### src/rtl/addr_seq_pkg.sv
// Shared constants and state encoding for the AES address sequencers.
package aes_addr_pkg;

    localparam int ADDR_WIDTH_DEF = 8;
    localparam int CNT_WIDTH_DEF  = 5;

    typedef enum logic [1:0] {
        ST_IDLE = 2'b00,
        ST_RUN  = 2'b01,
        ST_DONE = 2'b10
    } state_t;

endpackage

### src/rtl/addr_seq_if.sv
// Control and memory-side bundle between the AES control FSM and addr_seq.
interface addr_seq_if
    import aes_addr_pkg::*;
#(
    parameter int ADDR_WIDTH = ADDR_WIDTH_DEF,
    parameter int CNT_WIDTH  = CNT_WIDTH_DEF
) ();

    logic                  enable_i;
    logic                  start_i;
    logic [ADDR_WIDTH-1:0] base_i;
    logic [CNT_WIDTH-1:0]  count_i;
    logic [ADDR_WIDTH-1:0] wrap_lo_i;
    logic [ADDR_WIDTH-1:0] wrap_hi_i;
    logic                  abort_i;
    logic                  ready_i;
    logic [ADDR_WIDTH-1:0] addr_o;
    logic                  valid_o;
    logic                  last_o;
    logic                  busy_o;
    logic                  done_o;

    modport master (
        output enable_i, start_i, base_i, count_i, wrap_lo_i, wrap_hi_i, abort_i, ready_i,
        input  addr_o, valid_o, last_o, busy_o, done_o
    );

    modport slave (
        input  enable_i, start_i, base_i, count_i, wrap_lo_i, wrap_hi_i, abort_i, ready_i,
        output addr_o, valid_o, last_o, busy_o, done_o
    );

endinterface

### src/rtl/addr_seq_step.sv
// Next-address generator: addr + STRIDE, optionally folded back into [wrap_lo, wrap_hi].
module addr_step
    import aes_addr_pkg::*;
#(
    parameter int ADDR_WIDTH = ADDR_WIDTH_DEF,
    parameter int STRIDE     = 1
) (
    input  logic [ADDR_WIDTH-1:0] i_addr,
    input  logic                  i_wrap_en,
    input  logic [ADDR_WIDTH-1:0] i_wrap_lo,
    input  logic [ADDR_WIDTH-1:0] i_wrap_hi,
    output logic [ADDR_WIDTH-1:0] o_next
);

    localparam logic [ADDR_WIDTH:0] STEP = (ADDR_WIDTH+1)'(STRIDE);

    logic [ADDR_WIDTH:0] w_sum;

    // The extra carry bit keeps a step past the top of the address space above wrap_hi.
    always_comb begin
        w_sum  = {1'b0, i_addr} + STEP;
        o_next = w_sum[ADDR_WIDTH-1:0];
        if (i_wrap_en && (w_sum > {1'b0, i_wrap_hi})) begin
            o_next = i_wrap_lo;
        end
    end

endmodule

### src/rtl/addr_seq.sv
// Address sequencer for AES key ROM / state RAM: free-run increment or windowed bursts.
//   state   | meaning
//   ST_IDLE | free-run increment on enable_i, waiting for start_i
//   ST_RUN  | presenting burst beats, advancing on valid_o & ready_i
//   ST_DONE | single-cycle done_o pulse, then back to ST_IDLE
module addr_seq
    import aes_addr_pkg::*;
#(
    parameter int ADDR_WIDTH = ADDR_WIDTH_DEF,
    parameter int CNT_WIDTH  = CNT_WIDTH_DEF,
    parameter int STRIDE     = 1
) (
    input  logic       clk_i,
    input  logic       rst_ni,
    addr_seq_if.slave  bus
);

    state_t                r_state;
    logic [ADDR_WIDTH-1:0] r_addr;
    logic [CNT_WIDTH-1:0]  r_remaining;
    logic                  r_valid;
    logic                  r_last;
    logic                  r_busy;
    logic                  r_done;

    logic                  w_wrap_en;
    logic [ADDR_WIDTH-1:0] w_next;

    // One stepper serves both paths; the window only applies to burst beats.
    assign w_wrap_en = (r_state == ST_RUN);

    addr_step #(
        .ADDR_WIDTH (ADDR_WIDTH),
        .STRIDE     (STRIDE)
    ) u_step (
        .i_addr    (r_addr),
        .i_wrap_en (w_wrap_en),
        .i_wrap_lo (bus.wrap_lo_i),
        .i_wrap_hi (bus.wrap_hi_i),
        .o_next    (w_next)
    );

    always_ff @(posedge clk_i) begin
        if (!rst_ni) begin
            r_state     <= ST_IDLE;
            r_addr      <= {ADDR_WIDTH{1'b1}};
            r_remaining <= '0;
            r_valid     <= 1'b0;
            r_last      <= 1'b0;
            r_busy      <= 1'b0;
            r_done      <= 1'b0;
        end else begin
            case (r_state)
                ST_IDLE: begin
                    r_done <= 1'b0;
                    if (bus.start_i) begin
                        r_busy <= 1'b1;
                        if (bus.count_i != '0) begin
                            r_state     <= ST_RUN;
                            r_addr      <= bus.base_i;
                            r_remaining <= bus.count_i;
                            r_valid     <= 1'b1;
                            r_last      <= (bus.count_i == CNT_WIDTH'(1));
                        end else begin
                            r_state <= ST_DONE;
                            r_done  <= 1'b1;
                        end
                    end else if (bus.enable_i) begin
                        r_addr <= w_next;
                    end
                end
                ST_RUN: begin
                    // Abort wins over a coincident beat; no further address is issued.
                    if (bus.abort_i || (bus.ready_i && r_last)) begin
                        r_state     <= ST_DONE;
                        r_remaining <= '0;
                        r_valid     <= 1'b0;
                        r_last      <= 1'b0;
                        r_done      <= 1'b1;
                    end else if (bus.ready_i) begin
                        r_addr      <= w_next;
                        r_remaining <= r_remaining - CNT_WIDTH'(1);
                        r_last      <= (r_remaining == CNT_WIDTH'(2));
                    end
                end
                ST_DONE: begin
                    r_state <= ST_IDLE;
                    r_busy  <= 1'b0;
                    r_done  <= 1'b0;
                end
                default: begin
                    r_state <= ST_IDLE;
                    r_valid <= 1'b0;
                    r_last  <= 1'b0;
                    r_busy  <= 1'b0;
                    r_done  <= 1'b0;
                end
            endcase
        end
    end

    assign bus.addr_o  = r_addr;
    assign bus.valid_o = r_valid;
    assign bus.last_o  = r_last;
    assign bus.busy_o  = r_busy;
    assign bus.done_o  = r_done;

endmodule

### src/flat_wrapper.sv
// flat-port wrapper written by rule: the top's interface ports become plain ports
module addr_seq_flat import aes_addr_pkg::*;
#(
    parameter int ADDR_WIDTH = ADDR_WIDTH_DEF,
    parameter int CNT_WIDTH  = CNT_WIDTH_DEF,
    parameter int STRIDE     = 1
)
  (clk_i, rst_ni, bus_enable_i, bus_start_i, bus_base_i, bus_count_i, bus_wrap_lo_i, bus_wrap_hi_i, bus_abort_i, bus_ready_i, bus_addr_o, bus_valid_o, bus_last_o, bus_busy_o, bus_done_o);
  addr_seq_if #(.ADDR_WIDTH(ADDR_WIDTH), .CNT_WIDTH(CNT_WIDTH)) bus_i ();
  input  logic clk_i;
  input  logic rst_ni;
  input wire logic [$bits(bus_i.enable_i)-1:0] bus_enable_i;
  input wire logic [$bits(bus_i.start_i)-1:0] bus_start_i;
  input wire logic [$bits(bus_i.base_i)-1:0] bus_base_i;
  input wire logic [$bits(bus_i.count_i)-1:0] bus_count_i;
  input wire logic [$bits(bus_i.wrap_lo_i)-1:0] bus_wrap_lo_i;
  input wire logic [$bits(bus_i.wrap_hi_i)-1:0] bus_wrap_hi_i;
  input wire logic [$bits(bus_i.abort_i)-1:0] bus_abort_i;
  input wire logic [$bits(bus_i.ready_i)-1:0] bus_ready_i;
  output wire logic [$bits(bus_i.addr_o)-1:0] bus_addr_o;
  output wire logic [$bits(bus_i.valid_o)-1:0] bus_valid_o;
  output wire logic [$bits(bus_i.last_o)-1:0] bus_last_o;
  output wire logic [$bits(bus_i.busy_o)-1:0] bus_busy_o;
  output wire logic [$bits(bus_i.done_o)-1:0] bus_done_o;
  assign bus_i.enable_i = bus_enable_i;
  assign bus_i.start_i = bus_start_i;
  assign bus_i.base_i = bus_base_i;
  assign bus_i.count_i = bus_count_i;
  assign bus_i.wrap_lo_i = bus_wrap_lo_i;
  assign bus_i.wrap_hi_i = bus_wrap_hi_i;
  assign bus_i.abort_i = bus_abort_i;
  assign bus_i.ready_i = bus_ready_i;
  assign bus_addr_o = bus_i.addr_o;
  assign bus_valid_o = bus_i.valid_o;
  assign bus_last_o = bus_i.last_o;
  assign bus_busy_o = bus_i.busy_o;
  assign bus_done_o = bus_i.done_o;
  addr_seq #(.ADDR_WIDTH(ADDR_WIDTH), .CNT_WIDTH(CNT_WIDTH), .STRIDE(STRIDE)) u_core (.clk_i(clk_i), .rst_ni(rst_ni), .bus(bus_i));
endmodule
### config.mk
export PLATFORM = sky130hd
export DESIGN_NAME = addr_seq_flat
export DESIGN_NICKNAME = d
export VERILOG_FILES = /design/src/rtl/addr_seq_pkg.sv /design/src/rtl/addr_seq_if.sv /design/src/rtl/addr_seq_step.sv /design/src/rtl/addr_seq.sv /design/src/flat_wrapper.sv
export SDC_FILE = /design/constraint.sdc
export NUM_CORES = 1
export LEC_CHECK = 0
export BUFFER_PORTS_ARGS = -buffer_cell sky130_fd_sc_hd__buf_2
export CAP_MARGIN = 15
export CORE_UTILIZATION = 51
export CTS_CLUSTER_DIAMETER = 50
export DETAILED_ROUTE_END_ITERATION = 7
export PLACE_DENSITY = 0.79
export SYNTH_ARGS = -nofsm -noshare
export SYNTH_HDL_FRONTEND = slang
export SYNTH_SLANG_ARGS = --single-unit
### constraint.sdc
create_clock -name clk_i -period 3.75 [get_ports clk_i]
set_clock_uncertainty 0.1 [all_clocks]
set_input_delay 1.125 -clock clk_i [delete_from_list [all_inputs] [get_ports clk_i]]
set_output_delay 1.125 -clock clk_i [all_outputs]
set_load 0.02 [all_outputs]
After elaboration in Yosys (flattened, before gate mapping)
Index checks and enable logic that the tools add are counted.
{ "op_classes": {"addsub": 2, "magnitude_cmp": 1, "n_eq_ne": 12, "n_mux": 31, "n_bitwise": 2, "n_reduce_logical": 12} }
{ "op_table": {"columns": ["operator", "count"], "rows": [
  ["2-to-1 mux 8 bit", 6],
  ["2-to-1 mux 5 bit", 4],
  ["case mux 8 bit (2 select lines)", 1],
  ["AND reduction 4 bit", 3],
  ["2-to-1 mux 1 bit", 11],
  ["case mux 5 bit (2 select lines)", 1],
  ["adder 8 x 1 -> 9 bit (second input constant)", 1],
  ["> comparator 9 x 8 -> 1 bit", 1],
  ["2-to-1 mux 2 bit", 3],
  ["inequality test 2 bit (second input constant)", 3],
  ["inequality test 3 x 2 -> 1 bit (second input constant)", 2],
  ["case mux 1 bit (3 select lines)", 2],
  ["== test 5 x 1 -> 1 bit (second input constant)", 1],
  ["== test 5 x 2 -> 1 bit (second input constant)", 1],
  ["AND reduction 5 bit", 1],
  ["nonzero test 5 bit", 1],
  ["subtractor 5 x 1 -> 5 bit (second input constant)", 1],
  ["inequality test 2 x 1 -> 1 bit (second input constant)", 2],
  ["case mux 1 bit (2 select lines)", 2],
  ["case mux 2 bit (2 select lines)", 1],
  ["AND reduction 2 bit", 2],
  ["inequality test 3 bit (second input constant)", 1],
  ["== test 2 x 1 -> 1 bit (second input constant)", 1],
  ["== test 2 bit (second input constant)", 1],
  ["other kinds (5)", 7]
]} }
{ "word_totals": {"register_bits": 19, "in_bits": 35, "out_inout_bits": 12, "word_cells": 67} }

Longest topological paths before layout
Gate-level depths: netlist of the first run.
{ "depth": {"depth_word": 7, "ltp_mapped": 11, "mapped_depth_nobuf": 10} }

Modules after synthesis
From an unflattened synthesis of the first run, not the netlist that was laid out.
{ "unflattened": {"hier_cells": 184, "area_unflattened_um2": 1536.5} }
{ "modules_own_cells": {"columns": ["module", "instances", "cells_per_inst", "area_per_inst_um2", "seq_area_each_um2"], "rows": [
  ["addr_seq", 1, 130, 1087.3, 380.4],
  ["addr_step", 1, 54, 449.2, 0.0]
]} }

Worst setup path after synthesis of the first run
No wires, ideal clock.
{ "synth_timing": {"kind": "reg-to-reg", "from": "register u_core.r_addr[0], in the netlist u_core.bus.addr_o[0]", "to": "register u_core.r_addr[0], in the netlist u_core.bus.addr_o[0]", "setup_ns": 0.082, "arrival_time_ns": 2.716, "required_ns": 3.568, "path_slack_ns": 0.852, "path_stages_with_launch": 12, "path_buffers": 1, "period_less_slack_ns": 2.898, "cell_sequence": "dfxtp_1 -> ha_1 -> nand2_1 -> nor2_1 -> xnor2_1 -> ha_1 -> nand3_2 -> or3_4 -> a32o_1 -> buf_6 -> o32a_1 -> o2111ai_1"} }
{ "synth_between": {"elab_chain_len": 7, "word_cells_on_any_way": 9, "classes_between": "add/sub (1); order compare (1); mux (6); reduce/logical (1)"} }
{ "synth_rtl": {"columns": ["element", "line", "text"], "rows": [
  ["start: declaration", "addr_seq.sv:19", "logic [ADDR_WIDTH-1:0] r_addr;"],
  ["start signal: assignment", "addr_seq.sv:46", "r_addr <= {ADDR_WIDTH{1'b1}};"],
  ["start signal: assignment", "addr_seq.sv:60", "r_addr <= bus.base_i;"],
  ["start signal: assignment", "addr_seq.sv:69", "r_addr <= w_next;"],
  ["adder 8 x 1 -> 9 bit (*)", "addr_seq_step.sv:21", "w_sum = {1'b0, i_addr} + STEP;"],
  ["> comparator 9 x 8 -> 1 bit", "addr_seq_step.sv:23", "if (i_wrap_en && (w_sum > {1'b0, i_wrap_hi})) begin"],
  ["logical AND 1 bit", "addr_seq_step.sv:23", null],
  ["2-to-1 mux 8 bit (*)", "addr_seq_step.sv:23", null],
  ["2-to-1 mux 8 bit, on equally long branches", "addr_seq.sv:80, addr_seq.sv:68", null],
  ["2-to-1 mux 8 bit, on equally long branches", "addr_seq.sv:74, addr_seq.sv:56", null],
  ["case mux 8 bit (2 select lines) (*)", "addr_seq.sv:53", "case (r_state)"]
]} }
Mark *: on every way between the ends. The rest lies on a longest branch, timed or not. The select of a mux whose other input is x is not followed.
A chain may end at the register's enable or synchronous reset.

Worst setup path after layout of the first run
Same ends and word-level chain as after synthesis.

==> results of run 1 <==
-- metrics by stage --
stage	setup slack [ps]	utilization
after floorplan	852	-
after global routing	502	0.640
after global placement	740	0.631
after CTS	705	0.640
final	708	0.640
after detailed placement	671	0.631
-- layout make-up --
type	instances	area (um2)
fillers	251	1020
inverters	13	48.8
well taps	31	38.8
multi-input cells	152	1080
repair buffers	47	238
flip-flops and latches	19	380
clock buffers	4	26.3
-- worst register-to-register path: stages (launching register included) --
cell	delay (ps)
sky130_fd_sc_hd__dfxtp_1	460
sky130_fd_sc_hd__ha_1	240
sky130_fd_sc_hd__nand2_1	70
sky130_fd_sc_hd__nor2_1	260
sky130_fd_sc_hd__xnor2_1	180
sky130_fd_sc_hd__ha_1	340
sky130_fd_sc_hd__nand3_2	100
sky130_fd_sc_hd__or3_4	380
sky130_fd_sc_hd__a32o_1	320
sky130_fd_sc_hd__o32a_1	320
sky130_fd_sc_hd__o2111ai_1	180
-- per-layer routing --
| layer | routed length, um | share of wire | vias to the layer above | track usage |
|---|---|---|---|---|
| li1 | - | - | 821 | - |
| met5 | 0 | 0 | - | 0 |
| met2 | 1860 | 0.47 | 57 | 0.445 |
| met4 | 36 | 0.0091 | 0 | 0.0662 |
| met1 | 1820 | 0.46 | 766 | 0.326 |
| met3 | 225 | 0.057 | 4 | 0.0317 |
-- how the worst max path moves through the flow --
stage	start	end	depth (start not counted)
floorplan	u_core.bus.addr_o[0]$_SDFFE_PN1P_	u_core.bus.addr_o[0]$_SDFFE_PN1P_	11
global placement	bus_wrap_hi_i[4]	u_core.bus.addr_o[0]$_SDFFE_PN1P_	8
detailed placement	bus_wrap_hi_i[7]	u_core.bus.addr_o[2]$_SDFFE_PN1P_	8
CTS	u_core.bus.addr_o[0]$_SDFFE_PN1P_	u_core.bus.addr_o[2]$_SDFFE_PN1P_	10
global route	u_core.bus.addr_o[0]$_SDFFE_PN1P_	u_core.bus.addr_o[2]$_SDFFE_PN1P_	10
finish	u_core.bus.addr_o[0]$_SDFFE_PN1P_	u_core.bus.addr_o[0]$_SDFFE_PN1P_	10
-- kinds of logic after synthesis --
group	Yosys count	synth area share
fa+ha+maj	11	0.0884
xor+xnor	8	0.0450
simple gates	67	0.222
compound gates	63	0.317
buf+inv	22	0.0619
flops	19	0.244
mux	3	0.0217
-- cells in the mapped netlist, types with 3 or more instances --
cell type | number | share of area
sky130_fd_sc_hd__o2111ai_1 | 4 | 0.023
sky130_fd_sc_hd__o21ai_0 | 12 | 0.039
sky130_fd_sc_hd__nand2_1 | 23 | 0.055
sky130_fd_sc_hd__nor4_1 | 6 | 0.024
sky130_fd_sc_hd__mux2_2 | 3 | 0.022
sky130_fd_sc_hd__nor3_1 | 3 | 0.0096
sky130_fd_sc_hd__a211oi_1 | 6 | 0.029
sky130_fd_sc_hd__nor2b_1 | 5 | 0.020
sky130_fd_sc_hd__o311ai_1 | 5 | 0.028
sky130_fd_sc_hd__dfxtp_1 | 19 | 0.24
sky130_fd_sc_hd__a32o_1 | 3 | 0.019
sky130_fd_sc_hd__o211a_1 | 4 | 0.026
sky130_fd_sc_hd__o311ai_0 | 4 | 0.023
sky130_fd_sc_hd__nor2_1 | 11 | 0.027
sky130_fd_sc_hd__inv_1 | 13 | 0.031
sky130_fd_sc_hd__xnor2_1 | 3 | 0.017
sky130_fd_sc_hd__xor2_1 | 5 | 0.028
sky130_fd_sc_hd__nand3_1 | 6 | 0.019
sky130_fd_sc_hd__clkbuf_1 | 5 | 0.012
sky130_fd_sc_hd__nand3b_1 | 4 | 0.019
sky130_fd_sc_hd__ha_1 | 11 | 0.088
sky130_fd_sc_hd__a21oi_1 | 6 | 0.019
-- flip-flops by register name, summed over array words and instances (netlist names) --
signal / count
u_core.bus.done_o: 1
u_core.bus.last_o: 1
u_core.bus.addr_o: 8
u_core.r_remaining: 5
u_core.bus.busy_o: 1
u_core.bus.valid_o: 1
u_core.r_state: 2
-- power breakdown --
| part | switching, mW | internal [mW] |
|---|---|---|
| clock network | 0.0699 | 0.0415 |
| logic | 0.236 | 0.157 |
| registers | 0.0332 | 0.227 |
==> impl_results.html, run 1 <==
<table>
<tr><th>Metric</th><th>Value</th></tr>
<tr><th colspan="2">Timing</th></tr>
<tr><td>Fin crit share</td><td>0.811</td></tr>
<tr><td>Max_slew headroom</td><td>0.540</td></tr>
<tr><td>Final-report max-slew violation count</td><td>0</td></tr>
<tr><td>Unrepaired setup endpoints after global routing</td><td>false</td></tr>
<tr><td>Worst hold slack</td><td>approximately 400 ps</td></tr>
<tr><td>Total of endpoints with negative setup slack in the final report</td><td>0</td></tr>
<tr><td>Worst slew pin tran</td><td>around 700 ps</td></tr>
<tr><td>Endpoints failing hold</td><td>0</td></tr>
<tr><td>Final critical delay including setup and external delays</td><td>between 3000 and 4000 ps</td></tr>
<tr><td>Setup_tns</td><td>0 ps</td></tr>
<tr><td>Fmax achieved</td><td>between 0.3 and 0.4 GHz</td></tr>
<tr><th colspan="2">Place</th></tr>
<tr><td>Detailed Place HPWL</td><td>slightly below 3000 um</td></tr>
<tr><td>Number of cells after detailed placement</td><td>between 200 and 300</td></tr>
<tr><td>Final estimated routing congestion in global placement</td><td>0.858</td></tr>
<tr><td>PortBufs</td><td>between 40 and 50</td></tr>
<tr><td>Instance area after placement</td><td>0.00179 mm2</td></tr>
<tr><th colspan="2">Die</th></tr>
<tr><td>Core area</td><td>0.00283 mm2</td></tr>
<tr><td>Width of the die</td><td>between 50 and 60 um</td></tr>
<tr><td>Die Outline Area</td><td>roughly 0.0033 mm2</td></tr>
<tr><td>Initial cell density of the core</td><td>0.550</td></tr>
<tr><td>Core Rows</td><td>19</td></tr>
<tr><td>Die height</td><td>between 50 and 60 um</td></tr>
<tr><td>I/O pin total</td><td>47</td></tr>
<tr><th colspan="2">Yosys</th></tr>
<tr><td>Leading register cell type out of synthesis</td><td>sky130_fd_sc_hd__dfxtp_1</td></tr>
<tr><td>Number of flip-flops and latches in the synthesized netlist</td><td>19</td></tr>
<tr><td>Number of enable flip-flop cells after synthesis</td><td>0</td></tr>
<tr><td>Synth Area per Inst</td><td>8.06 um2</td></tr>
<tr><td>Instance count of the mapped netlist</td><td>~190</td></tr>
<tr><td>Ys Warns</td><td>0</td></tr>
<tr><td>Yosys cell types</td><td>47</td></tr>
<tr><td>Fraction of the yosys area taken by sequential cells</td><td>0.244</td></tr>
<tr><td>Async SR Flop Fraction</td><td>0</td></tr>
<tr><td>Number of nets in the synthesized netlist</td><td>~240</td></tr>
<tr><td>Netlist area before placement</td><td>approximately 0.0016 mm2</td></tr>
<tr><th colspan="2">Worst setup path</th></tr>
<tr><td>R2R Setup Slk</td><td>between 700 and 800 ps</td></tr>
<tr><td>Most prevalent standard cell on the critical path</td><td>sky130_fd_sc_hd__ha_1</td></tr>
<tr><td>Maximum fanout along the worst path</td><td>9</td></tr>
<tr><td>Worst path buffer plus inverter count</td><td>0</td></tr>
<tr><td>Cell family with most CP delay</td><td>compound AO/OA/AOI/OAI gates</td></tr>
<tr><td>Worst R2R Path Depth</td><td>10</td></tr>
<tr><td>Critical path startpoint category</td><td>flop</td></tr>
<tr><td>Endpoint type of the worst setup path</td><td>flop</td></tr>
<tr><td>Class of the most critical setup path</td><td>reg -&gt; reg</td></tr>
<tr><td>Arrival time of data at the critical path endpoint</td><td>roughly 3200 ps</td></tr>
<tr><td>Slowest-stage cell, CP</td><td>sky130_fd_sc_hd__dfxtp_1</td></tr>
<tr><td>Data required time at the worst endpoint</td><td>between 3000 and 4000 ps</td></tr>
<tr><td>Crit-path cells</td><td>ha_1 -&gt; nand2_1 -&gt; nor2_1 -&gt; xnor2_1 -&gt; ha_1 -&gt; nand3_2 -&gt; or3_4 -&gt; a32o_1 -&gt; o32a_1 -&gt; o2111ai_1</td></tr>
<tr><td>Capturing point of the worst reg2reg path</td><td>u_core.bus.addr_o[0]$_SDFFE_PN1P_</td></tr>
<tr><td>Crit Reg-Reg Startpoint</td><td>u_core.bus.addr_o[0]$_SDFFE_PN1P_</td></tr>
<tr><td>Stage delay of the slowest cell on the critical path</td><td>approximately 460 ps</td></tr>
<tr><th colspan="2">Global route</th></tr>
<tr><td>Global-route usage over all layers</td><td>0.253</td></tr>
<tr><td>Number of global-route vias before repair</td><td>1514</td></tr>
<tr><td>First-pass GRT wire length</td><td>6620 um</td></tr>
<tr><td>Largest net degree at the start of global routing</td><td>22</td></tr>
<tr><td>Initial antenna violation count</td><td>0</td></tr>
<tr><td>Remaining Overflow, GRT</td><td>0</td></tr>
<tr><th colspan="2">Pwr</th></tr>
<tr><td>Total power</td><td>around 0.77 mW</td></tr>
<tr><td>Power density of the placed cells</td><td>422 mW/mm2</td></tr>
<tr><td>IR Drop Worst-Case VDD</td><td>0.272 mV</td></tr>
<tr><td>Static leakage</td><td>approximately 0.8 nW</td></tr>
<tr><th colspan="2">CTS</th></tr>
<tr><td>Deepest clock path buffer count</td><td>2</td></tr>
<tr><td>Clock tree from TritonCTS</td><td>done</td></tr>
<tr><td>Clock root buffer master</td><td>sky130_fd_sc_hd__clkbuf_4</td></tr>
<tr><td>CTS clock-pin slew for the worst setup and hold paths</td><td>110 ps</td></tr>
<tr><td>Number of buffers inserted for hold repair after clock tree synthesis</td><td>0</td></tr>
<tr><td>TritonCTS Buffers</td><td>3</td></tr>
<tr><td>Setup repair bufs after CTS</td><td>0</td></tr>
<tr><td>Post-CTS resize count</td><td>0</td></tr>
<tr><td>CTS Sinks</td><td>19</td></tr>
<tr><td>Clock insertion delay at the later pin of the skew report</td><td>300 ps</td></tr>
<tr><td>Total number of H-tree levels</td><td>1</td></tr>
<tr><th colspan="2">Detailed routing</th></tr>
<tr><td>Post-route ant nets</td><td>0</td></tr>
<tr><td>Iter 0 DRT Violations</td><td>just under 90</td></tr>
<tr><td>WL/cell</td><td>between 10 and 15 um</td></tr>
<tr><td>Detailed-route wire length</td><td>around 3900 um</td></tr>
<tr><td>Router iterations before antenna repair</td><td>7</td></tr>
<tr><td>Via count of the routed design</td><td>between 1500 and 2000</td></tr>
<tr><td>Detailed-route DRC error count</td><td>6</td></tr>
<tr><td>Ratio of routed vias to standard cells</td><td>around 6.2</td></tr>
<tr><th colspan="2">Finish</th></tr>
<tr><td>Most frequent cells in the layout</td><td>sky130_fd_sc_hd__buf_2 (46), sky130_fd_sc_hd__nand2_1 (23), sky130_fd_sc_hd__dfxtp_1 (19)</td></tr>
<tr><td>Most frequent standard cell in the layout excluding fill and tap cells</td><td>sky130_fd_sc_hd__buf_2</td></tr>
<tr><td>Number of antenna diodes</td><td>0</td></tr>
<tr><td>Final cell count without fillers</td><td>around 270</td></tr>
<tr><td>Design area</td><td>between 0.0015 and 0.002 mm2</td></tr>
<tr><td>Nets@finish</td><td>~280</td></tr>
<tr><td>Share of cells above drive strength 1</td><td>0.268</td></tr>
<tr><td>Layout Area Growth over Synthesis</td><td>16.4%</td></tr>
<tr><th colspan="2">Worst hold path</th></tr>
<tr><td>Number of cells on the worst hold path</td><td>2</td></tr>
<tr><td>Startpoint of the lowest-slack hold path</td><td>u_core.bus.busy_o$_SDFFE_PN0P_</td></tr>
<tr><td>Path type of the worst min-delay path</td><td>reg -&gt; reg</td></tr>
<tr><td>Capture endpoint of the worst hold path</td><td>u_core.bus.busy_o$_SDFFE_PN0P_</td></tr>
<tr><th colspan="2">Status</th></tr>
<tr><td>Status</td><td>complete, but fails checks</td></tr>
<tr><td>Violations in the final reports</td><td>design-rule violations</td></tr>
<tr><th colspan="2">Run</th></tr>
<tr><td>Max-cap violations</td><td>0</td></tr>
</table>
Power figures use the tool's default switching activity.
==> run 2: changes to the inputs <==
--- a/config.mk
+++ b/config.mk
@@ -7,10 +7,10 @@
 export LEC_CHECK = 0
 export BUFFER_PORTS_ARGS = -buffer_cell sky130_fd_sc_hd__buf_2
 export CAP_MARGIN = 15
-export CORE_UTILIZATION = 51
+export CORE_UTILIZATION = 46
 export CTS_CLUSTER_DIAMETER = 50
 export DETAILED_ROUTE_END_ITERATION = 7
-export PLACE_DENSITY = 0.79
+export PLACE_DENSITY = 0.75
 export SYNTH_ARGS = -nofsm -noshare
 export SYNTH_HDL_FRONTEND = slang
 export SYNTH_SLANG_ARGS = --single-unit
==> constraint.sdc (replaced) <==
create_clock -name clk_i -period 2.7 [get_ports clk_i]
set_clock_uncertainty 0.1 [all_clocks]
set_input_delay 0.81 -clock clk_i [delete_from_list [all_inputs] [get_ports clk_i]]
set_output_delay 0.81 -clock clk_i [all_outputs]
set_load 0.02 [all_outputs]
==> run 2 against run 1 <==
  * The flow now finishes without violations
  * Global-route usage fell by 0.48 points
  * Hold slack lost 18 ps
  * Total power is 62% higher
  * First-iteration DRC count up 19%
  * Critical path depth stayed put
  * Sequential power rose by 38%
  * Via count grew 5.2%
  * Largest power group unchanged
  * Highest routed layer unchanged
==> impl_results.html, run 2 (synthesis gave the netlist of run 1 again) <==
<table>
<tr><th>Metric</th><th>Value</th></tr>
<tr><th colspan="2">CTS</th></tr>
<tr><td>Number of buffers inserted for hold repair after clock tree synthesis</td><td>0 (unchanged)</td></tr>
<tr><td>Clock insertion delay at the later pin of the skew report</td><td>300 ps (about the same)</td></tr>
<tr><td>CTS Sinks</td><td>19 (unchanged)</td></tr>
<tr><td>Clock root buffer master</td><td>sky130_fd_sc_hd__clkbuf_4</td></tr>
<tr><td>TritonCTS Buffers</td><td>3 (unchanged)</td></tr>
<tr><td>Total number of H-tree levels</td><td>1 (unchanged)</td></tr>
<tr><td>CTS clock-pin slew for the worst setup and hold paths</td><td>110 ps (about the same)</td></tr>
<tr><td>Clock tree from TritonCTS</td><td>done</td></tr>
<tr><td>Deepest clock path buffer count</td><td>2 (unchanged)</td></tr>
<tr><th colspan="2">Global route</th></tr>
<tr><td>Initial antenna violation count</td><td>0 (unchanged)</td></tr>
<tr><td>First-pass GRT wire length</td><td>6770 um (+2.3%)</td></tr>
<tr><td>Remaining Overflow, GRT</td><td>0 (unchanged)</td></tr>
<tr><td>Number of global-route vias before repair</td><td>1567 (+3.5%)</td></tr>
<tr><td>Global-route usage over all layers</td><td>0.248 (-0.00475)</td></tr>
<tr><td>Largest net degree at the start of global routing</td><td>18 (-18%)</td></tr>
<tr><th colspan="2">Finish</th></tr>
<tr><td>Final cell count without fillers</td><td>300 (+13%)</td></tr>
<tr><td>Layout Area Growth over Synthesis</td><td>30.7%</td></tr>
<tr><td>Share of cells above drive strength 1</td><td>0.371 (+0.103)</td></tr>
<tr><td>Number of antenna diodes</td><td>0 (unchanged)</td></tr>
<tr><td>Nets@finish</td><td>303 (+7.4%)</td></tr>
<tr><td>Most frequent cells in the layout</td><td>sky130_fd_sc_hd__buf_2 (46), sky130_fd_sc_hd__nand2_1 (23), sky130_fd_sc_hd__buf_4 (21)</td></tr>
<tr><td>Most frequent standard cell in the layout excluding fill and tap cells</td><td>sky130_fd_sc_hd__buf_2</td></tr>
<tr><td>Number of flip-flops under the largest register name</td><td>8 (unchanged)</td></tr>
<tr><th colspan="2">Die</th></tr>
<tr><td>Core Rows</td><td>20 (+1)</td></tr>
<tr><td>Initial cell density of the core</td><td>0.498 (-0.0526)</td></tr>
<tr><td>I/O pin total</td><td>47 (unchanged)</td></tr>
<tr><td>Die height</td><td>60.2 um (+5.1%)</td></tr>
<tr><td>Die Outline Area</td><td>0.00362 mm2 (+10%)</td></tr>
<tr><td>Core area</td><td>0.00313 mm2 (+11%)</td></tr>
<tr><td>Width of the die</td><td>60.2 um (+5.1%)</td></tr>
<tr><th colspan="2">Detailed routing</th></tr>
<tr><td>Ratio of routed vias to standard cells</td><td>5.78 (-6.7%)</td></tr>
<tr><td>Post-route ant nets</td><td>0 (unchanged)</td></tr>
<tr><td>Detailed-route DRC error count</td><td>0 (-6)</td></tr>
<tr><td>WL/cell</td><td>14.4 um (-2.7%)</td></tr>
<tr><td>Router iterations before antenna repair</td><td>4 (-3)</td></tr>
<tr><td>Via count of the routed design</td><td>1734 (+5.2%)</td></tr>
<tr><td>Detailed-route wire length</td><td>4330 um (+9.8%)</td></tr>
<tr><td>Iter 0 DRT Violations</td><td>105 (+19%)</td></tr>
<tr><th colspan="2">Timing</th></tr>
<tr><td>Max_slew headroom</td><td>0.733 (+0.193)</td></tr>
<tr><td>Final-report max-slew violation count</td><td>0 (unchanged)</td></tr>
<tr><td>Final critical delay including setup and external delays</td><td>2580 ps (-461 ps)</td></tr>
<tr><td>Worst slew pin tran</td><td>396 ps (-292 ps)</td></tr>
<tr><td>Fin crit share</td><td>0.956 (+0.145)</td></tr>
<tr><td>Fmax achieved</td><td>0.387 GHz (+18%)</td></tr>
<tr><td>Total of endpoints with negative setup slack in the final report</td><td>0 (unchanged)</td></tr>
<tr><td>Endpoints failing hold</td><td>0 (unchanged)</td></tr>
<tr><th colspan="2">Status</th></tr>
<tr><td>Status</td><td>complete, no violations</td></tr>
<tr><th colspan="2">Run</th></tr>
<tr><td>Max-cap violations</td><td>0 (unchanged)</td></tr>
<tr><th colspan="2">Pwr</th></tr>
<tr><td>Static leakage</td><td>0.930 nW (+13%)</td></tr>
<tr><td>Share of power burned in combinational logic</td><td>0.588 (+0.074)</td></tr>
<tr><td>Power density of the placed cells</td><td>607 mW/mm2 (+44%)</td></tr>
<tr><td>Net Sw Power</td><td>0.517 mW (+52%)</td></tr>
<tr><td>IR Drop Worst-Case VDD</td><td>0.276 mV (+1.6%)</td></tr>
<tr><td>Switching power as a share of total power</td><td>0.418 (-0.0249)</td></tr>
<tr><td>Total power</td><td>1.24 mW (+62%)</td></tr>
<tr><td>Flop pwr share</td><td>0.291 (-0.049)</td></tr>
<tr><td>Clock power share</td><td>0.121 (-0.025)</td></tr>
<tr><td>Design internal power</td><td>0.719 mW (+69%)</td></tr>
<tr><th colspan="2">Worst setup path</th></tr>
<tr><td>Crit-path cells</td><td>ha_4 -&gt; nand2_1 -&gt; nor2_2 -&gt; xnor2_1 -&gt; ha_1 -&gt; nand3_2 -&gt; or3_4 -&gt; a32o_2 -&gt; o32a_1 -&gt; o2111ai_1</td></tr>
<tr><td>Data required time at the worst endpoint</td><td>2830 ps (-1050 ps)</td></tr>
<tr><td>Worst R2R Path Depth</td><td>10 (unchanged)</td></tr>
<tr><td>Class of the most critical setup path</td><td>reg -&gt; reg</td></tr>
<tr><td>Number of logic stages on the critical path including buffering</td><td>10 (unchanged)</td></tr>
<tr><td>Slowest-stage cell, CP</td><td>sky130_fd_sc_hd__dfxtp_2</td></tr>
<tr><td>Arrival time of data at the critical path endpoint</td><td>2710 ps (-470 ps)</td></tr>
<tr><td>Critical path startpoint category</td><td>flop</td></tr>
<tr><td>Endpoint type of the worst setup path</td><td>flop</td></tr>
<tr><td>Cell family with most CP delay</td><td>compound AO/OA/AOI/OAI gates</td></tr>
<tr><td>Maximum fanout along the worst path</td><td>5 (-4)</td></tr>
<tr><td>Worst path buffer plus inverter count</td><td>0 (unchanged)</td></tr>
<tr><td>Stage delay of the slowest cell on the critical path</td><td>400 ps (-60 ps)</td></tr>
<tr><th colspan="2">Worst hold path</th></tr>
<tr><td>Path type of the worst min-delay path</td><td>reg -&gt; reg</td></tr>
<tr><td>Number of cells on the worst hold path</td><td>2 (unchanged)</td></tr>
<tr><th colspan="2">Place</th></tr>
<tr><td>Detailed Place HPWL</td><td>3170 um (+7.2%)</td></tr>
<tr><td>Number of cells after detailed placement</td><td>293 (+12%)</td></tr>
<tr><td>PortBufs</td><td>46 (unchanged)</td></tr>
<tr><td>Final estimated routing congestion in global placement</td><td>0.852 (-0.68%)</td></tr>
</table>
## run 2: cell types whose count changed in the layout (fill, tap and decap cells not counted), sizes merged
cell and delta:
buf +20, a32o +1
## run 2: repair_timing
item / CTS / global route
gates cloned: 0 / 1
setup buffers: 0 / 2
resized for setup: 4 / 5
pin swaps: 0 / 7
setup endpoints to repair: 4 / 8
## run 2: metal layers
| metal | up-vias | track usage | routed length (um) |
|---|---|---|---|
| li1 | 865 | - | - |
| met1 | 803 | 0.311 | 1910 |
| met2 | 62 | 0.441 | 2160 |
| met3 | 4 | 0.0238 | 224 |
| met4 | 0 | 0.0731 | 29 |
| met5 | - | 0 | 0 |
## run 2: final cells by class
class,count,area [um2]
inverter,13,48.8
timing repair buffer,67,388
sequential,19,395
multi-input combinational,153,1120
clock buffer,4,26.3
tap,44,55.1
fill,304,1090
## run 2: worst paths after layout
check / start / to / slack (ps)
max reg2reg: u_core.bus.addr_o[1]$_SDFFE_PN1P_ / u_core.bus.addr_o[0]$_SDFFE_PN1P_ / 120
min reg2reg: u_core.bus.busy_o$_SDFFE_PN0P_ / u_core.bus.busy_o$_SDFFE_PN0P_ / 380
min: u_core.bus.busy_o$_SDFFE_PN0P_ / u_core.bus.busy_o$_SDFFE_PN0P_ / 380
max: u_core.bus.addr_o[1]$_SDFFE_PN1P_ / u_core.bus.addr_o[0]$_SDFFE_PN1P_ / 120
## run 2: worst register-to-register path, cell delays in order (launching register included)
cell and delay [ps]:
sky130_fd_sc_hd__dfxtp_2 400, sky130_fd_sc_hd__ha_4 160, sky130_fd_sc_hd__nand2_1 60, sky130_fd_sc_hd__nor2_2 140, sky130_fd_sc_hd__xnor2_1 100, sky130_fd_sc_hd__ha_1 310
sky130_fd_sc_hd__nand3_2 100, sky130_fd_sc_hd__or3_4 390, sky130_fd_sc_hd__a32o_2 280, sky130_fd_sc_hd__o32a_1 290, sky130_fd_sc_hd__o2111ai_1 170
## run 2: stage by stage
step / utilization / area, um2 / TNS, ps / worst slack [ps] / hold slack (ps)
after CTS: 0.634 / 1980 / 0 / 23.9 / 395
after floorplan: - / 1570 / 0 / 8.45 / 405
after global routing: 0.650 / 2030 / -13.7 / -13.7 / 419
final: 0.650 / 2030 / 0 / 119 / 383
after global placement: 0.623 / 1950 / -92.1 / -47.5 / 347
after detailed placement: 0.623 / 1950 / -58.8 / -54.4 / 368
## run 2: power groups by stage
stage	sequential (mW)	clock (mW)	combinational, mW
final	0.359	0.149	0.727
after global routing	0.365	0.171	0.797
after CTS	0.355	0.155	0.675
after detailed placement	0.362	0	0.662
after global placement	0.360	0	0.660
after floorplan	0.389	0	0.401
==> run 3: changes to the inputs <==
--- a/config.mk
+++ b/config.mk
@@ -7,10 +7,12 @@
 export LEC_CHECK = 0
 export BUFFER_PORTS_ARGS = -buffer_cell sky130_fd_sc_hd__buf_2
 export CAP_MARGIN = 15
-export CORE_UTILIZATION = 46
+export CELL_PAD_IN_SITES_DETAIL_PLACEMENT = 1
+export CELL_PAD_IN_SITES_GLOBAL_PLACEMENT = 1
+export CORE_UTILIZATION = 33
 export CTS_CLUSTER_DIAMETER = 50
 export DETAILED_ROUTE_END_ITERATION = 7
-export PLACE_DENSITY = 0.75
+export PLACE_DENSITY_LB_ADDON = 0.1
 export SYNTH_ARGS = -nofsm -noshare
 export SYNTH_HDL_FRONTEND = slang
 export SYNTH_SLANG_ARGS = --single-unit
==> run 3 against run 2 <==
  * The flow now finishes with violations (design-rule violations)
  * Design area grew 14%
  * Clock-buffer cell count is the same
  * Routed wire length grew 29%
  * Via count grew 2.0%
==> impl_results.html, run 3 (synthesis gave the netlist of run 1 again) <==
<table>
<tr><th>Metric</th><th>Value</th></tr>
<tr><th colspan="2">CTS</th></tr>
<tr><td>CTS clock-pin slew for the worst setup and hold paths</td><td>70 ps (-40 ps)</td></tr>
<tr><td>Clock root buffer master</td><td>sky130_fd_sc_hd__clkbuf_8</td></tr>
<tr><td>Clock insertion delay at the later pin of the skew report</td><td>260 ps (-40 ps)</td></tr>
<tr><td>CTS Sinks</td><td>19 (unchanged)</td></tr>
<tr><td>Clock tree from TritonCTS</td><td>done</td></tr>
<tr><td>Total number of H-tree levels</td><td>1 (unchanged)</td></tr>
<tr><td>Deepest clock path buffer count</td><td>2 (unchanged)</td></tr>
<tr><td>TritonCTS Buffers</td><td>3 (unchanged)</td></tr>
<tr><th colspan="2">Timing</th></tr>
<tr><td>Setup_tns</td><td>0 ps (unchanged)</td></tr>
<tr><td>Final critical delay including setup and external delays</td><td>2660 ps (+78.7 ps)</td></tr>
<tr><td>Worst hold slack</td><td>368 ps (-14.7 ps)</td></tr>
<tr><td>Fmax achieved</td><td>0.376 GHz (-3.0%)</td></tr>
<tr><td>Total of endpoints with negative setup slack in the final report</td><td>0 (unchanged)</td></tr>
<tr><td>Fin crit share</td><td>0.985 (+0.0292)</td></tr>
<tr><td>Worst slew pin tran</td><td>438 ps (+42.1 ps)</td></tr>
<tr><td>Final-report max-slew violation count</td><td>0 (unchanged)</td></tr>
<tr><td>Max_slew headroom</td><td>0.707 (-0.0264)</td></tr>
<tr><td>Endpoints failing hold</td><td>0 (unchanged)</td></tr>
<tr><th colspan="2">Global route</th></tr>
<tr><td>Remaining Overflow, GRT</td><td>0 (unchanged)</td></tr>
<tr><td>GR Layer Usage met2</td><td>0.410 (-0.0312)</td></tr>
<tr><td>Initial antenna violation count</td><td>0 (unchanged)</td></tr>
<tr><td>Fraction of met3 tracks used by global routing</td><td>0.0214 (-0.00244)</td></tr>
<tr><td>Largest net degree at the start of global routing</td><td>22 (+4)</td></tr>
<tr><td>First-pass GRT wire length</td><td>8580 um (+27%)</td></tr>
<tr><td>Most used routing layer in global routing</td><td>met2</td></tr>
<tr><td>Global-route usage over all layers</td><td>0.215 (-0.0323)</td></tr>
<tr><td>Routing usage on met1</td><td>0.246 (-0.0648)</td></tr>
<tr><td>Number of global-route vias before repair</td><td>1886 (+20%)</td></tr>
<tr><th colspan="2">Die</th></tr>
<tr><td>Core area</td><td>0.00444 mm2 (+42%)</td></tr>
<tr><td>Die height</td><td>70.7 um (+17%)</td></tr>
<tr><td>I/O pin total</td><td>47 (unchanged)</td></tr>
<tr><td>Die Outline Area</td><td>0.00499 mm2 (+38%)</td></tr>
<tr><td>Core Rows</td><td>24 (+20%)</td></tr>
<tr><td>Width of the die</td><td>70.7 um (+17%)</td></tr>
<tr><td>Initial cell density of the core</td><td>0.350 (-0.147)</td></tr>
<tr><th colspan="2">Detailed routing</th></tr>
<tr><td>Ratio of routed vias to standard cells</td><td>5.65 (-2.3%)</td></tr>
<tr><td>WL/cell</td><td>17.9 um (+24%)</td></tr>
<tr><td>Router iterations before antenna repair</td><td>6 (+2)</td></tr>
<tr><td>Detailed-route wire length</td><td>5600 um (+29%)</td></tr>
<tr><td>Detailed-route DRC error count</td><td>10 (+10)</td></tr>
<tr><td>Post-route ant nets</td><td>0 (unchanged)</td></tr>
<tr><td>Via count of the routed design</td><td>1768 (+2.0%)</td></tr>
<tr><td>Iter 0 DRT Violations</td><td>66 (-37%)</td></tr>
<tr><th colspan="2">Worst setup path</th></tr>
<tr><td>Endpoint type of the worst setup path</td><td>flop</td></tr>
<tr><td>Maximum fanout along the worst path</td><td>6 (+1)</td></tr>
<tr><td>Data required time at the worst endpoint</td><td>2720 ps (-110 ps)</td></tr>
<tr><td>Class of the most critical setup path</td><td>reg -&gt; reg</td></tr>
<tr><td>Critical path startpoint category</td><td>flop</td></tr>
<tr><td>Arrival time of data at the critical path endpoint</td><td>2680 ps (-30 ps)</td></tr>
<tr><th colspan="2">Pwr</th></tr>
<tr><td>Static leakage</td><td>1.01 nW (+8.4%)</td></tr>
<tr><td>IR Drop Worst-Case VDD</td><td>0.260 mV (-5.8%)</td></tr>
<tr><td>Power density of the placed cells</td><td>666 mW/mm2 (+9.7%)</td></tr>
<tr><td>Total power</td><td>1.54 mW (+25%)</td></tr>
<tr><th colspan="2">Run</th></tr>
<tr><td>Max-cap violations</td><td>0 (unchanged)</td></tr>
<tr><th colspan="2">Worst hold path</th></tr>
<tr><td>Path type of the worst min-delay path</td><td>reg -&gt; reg</td></tr>
<tr><th colspan="2">Status</th></tr>
<tr><td>Status</td><td>complete, but fails checks</td></tr>
<tr><td>Violations in the final reports</td><td>design-rule violations</td></tr>
<tr><th colspan="2">Finish</th></tr>
<tr><td>Nets@finish</td><td>308 (+1.7%)</td></tr>
<tr><td>Number of antenna diodes</td><td>0 (unchanged)</td></tr>
<tr><td>Number of flip-flops under the largest register name</td><td>8 (unchanged)</td></tr>
<tr><td>Most frequent cells in the layout</td><td>sky130_fd_sc_hd__buf_2 (46), sky130_fd_sc_hd__buf_4 (24), sky130_fd_sc_hd__nand2_1 (22)</td></tr>
<tr><td>Layout Area Growth over Synthesis</td><td>48.9%</td></tr>
<tr><td>Most frequent standard cell in the layout excluding fill and tap cells</td><td>sky130_fd_sc_hd__buf_2</td></tr>
<tr><td>Share of cells above drive strength 1</td><td>0.456 (+0.0848)</td></tr>
<tr><td>Design area</td><td>0.00232 mm2 (+14%)</td></tr>
<tr><th colspan="2">Place</th></tr>
<tr><td>Detailed Place HPWL</td><td>4100 um (+29%)</td></tr>
<tr><td>PortBufs</td><td>46 (unchanged)</td></tr>
<tr><td>Instance area after placement</td><td>0.00196 mm2 (+0.51%)</td></tr>
<tr><td>Final estimated routing congestion in global placement</td><td>0.830 (-2.6%)</td></tr>
</table>
[run 3: layout make-up]
cell class / instances / area, um2
repair buffers: 73 / 453
inverters: 13 / 48.8
well taps: 52 / 65.1
clock buffers: 4 / 45.0
multi-input cells: 152 / 1310
flip-flops and latches: 19 / 397
fillers: 525 / 2130
[run 3: path summary, 6_finish.rpt]
check             slack [ps]                                 to                              start  depth (start not counted)
setup reg to reg          40  u_core.bus.addr_o[4]$_SDFFE_PN1P_  u_core.bus.addr_o[3]$_SDFFE_PN1P_                         11
setup / recovery          40  u_core.bus.addr_o[4]$_SDFFE_PN1P_  u_core.bus.addr_o[3]$_SDFFE_PN1P_                         11
hold reg to reg          370     u_core.bus.busy_o$_SDFFE_PN0P_     u_core.bus.busy_o$_SDFFE_PN0P_                          2
hold / removal           370     u_core.bus.busy_o$_SDFFE_PN0P_     u_core.bus.busy_o$_SDFFE_PN0P_                          2
[run 3: timing repair]
item,4_1_cts,5_1_grt
gates resized for setup,9,32
hold buffers,0,0
setup buffers,2,6
setup endpoints to repair,7,8
pin swaps,2,17
[run 3: worst max-delay path, cell delays in order, from the launching register on]
cell and delay [ps]:
sky130_fd_sc_hd__dfxtp_2 360, sky130_fd_sc_hd__buf_4 190, sky130_fd_sc_hd__nand2_1 110, sky130_fd_sc_hd__nor2_4 100
sky130_fd_sc_hd__xor2_1 260, sky130_fd_sc_hd__ha_1 230, sky130_fd_sc_hd__nand3_4 70, sky130_fd_sc_hd__or3_4 410
sky130_fd_sc_hd__a32o_2 270, sky130_fd_sc_hd__buf_6 150, sky130_fd_sc_hd__nor4_2 160, sky130_fd_sc_hd__o311ai_1 110
[run 3: power breakdown]
| part | total [mW] | internal (mW) | switching, mW |
|---|---|---|---|
| Sequential | 0.365 | 0.321 | 0.0447 |
| Combinational | 0.977 | 0.455 | 0.522 |
| Clock | 0.202 | 0.105 | 0.0966 |
| Total | 1.54 | 0.881 | 0.663 |
[run 3: metrics by stage]
| stage | utilization | cells | setup WS [ps] |
|---|---|---|---|
| after floorplan | - | 193 | 8.45 |
| after global placement | 0.441 | 301 | -63.1 |
| after detailed placement | 0.441 | 301 | -121 |
| after CTS | 0.466 | 307 | 5.33 |
| after global routing | 0.521 | 313 | -61.6 |
| final | 0.521 | 313 | 39.9 |
[run 3: metal layers]
metal / vias up / wire length [um] / part of all wire
li1: 863 / - / -
met1: 872 / 2290 / 0.41
met2: 27 / 3120 / 0.56
met3: 6 / 125 / 0.022
met4: 0 / 62 / 0.011
met5: - / 0 / 0
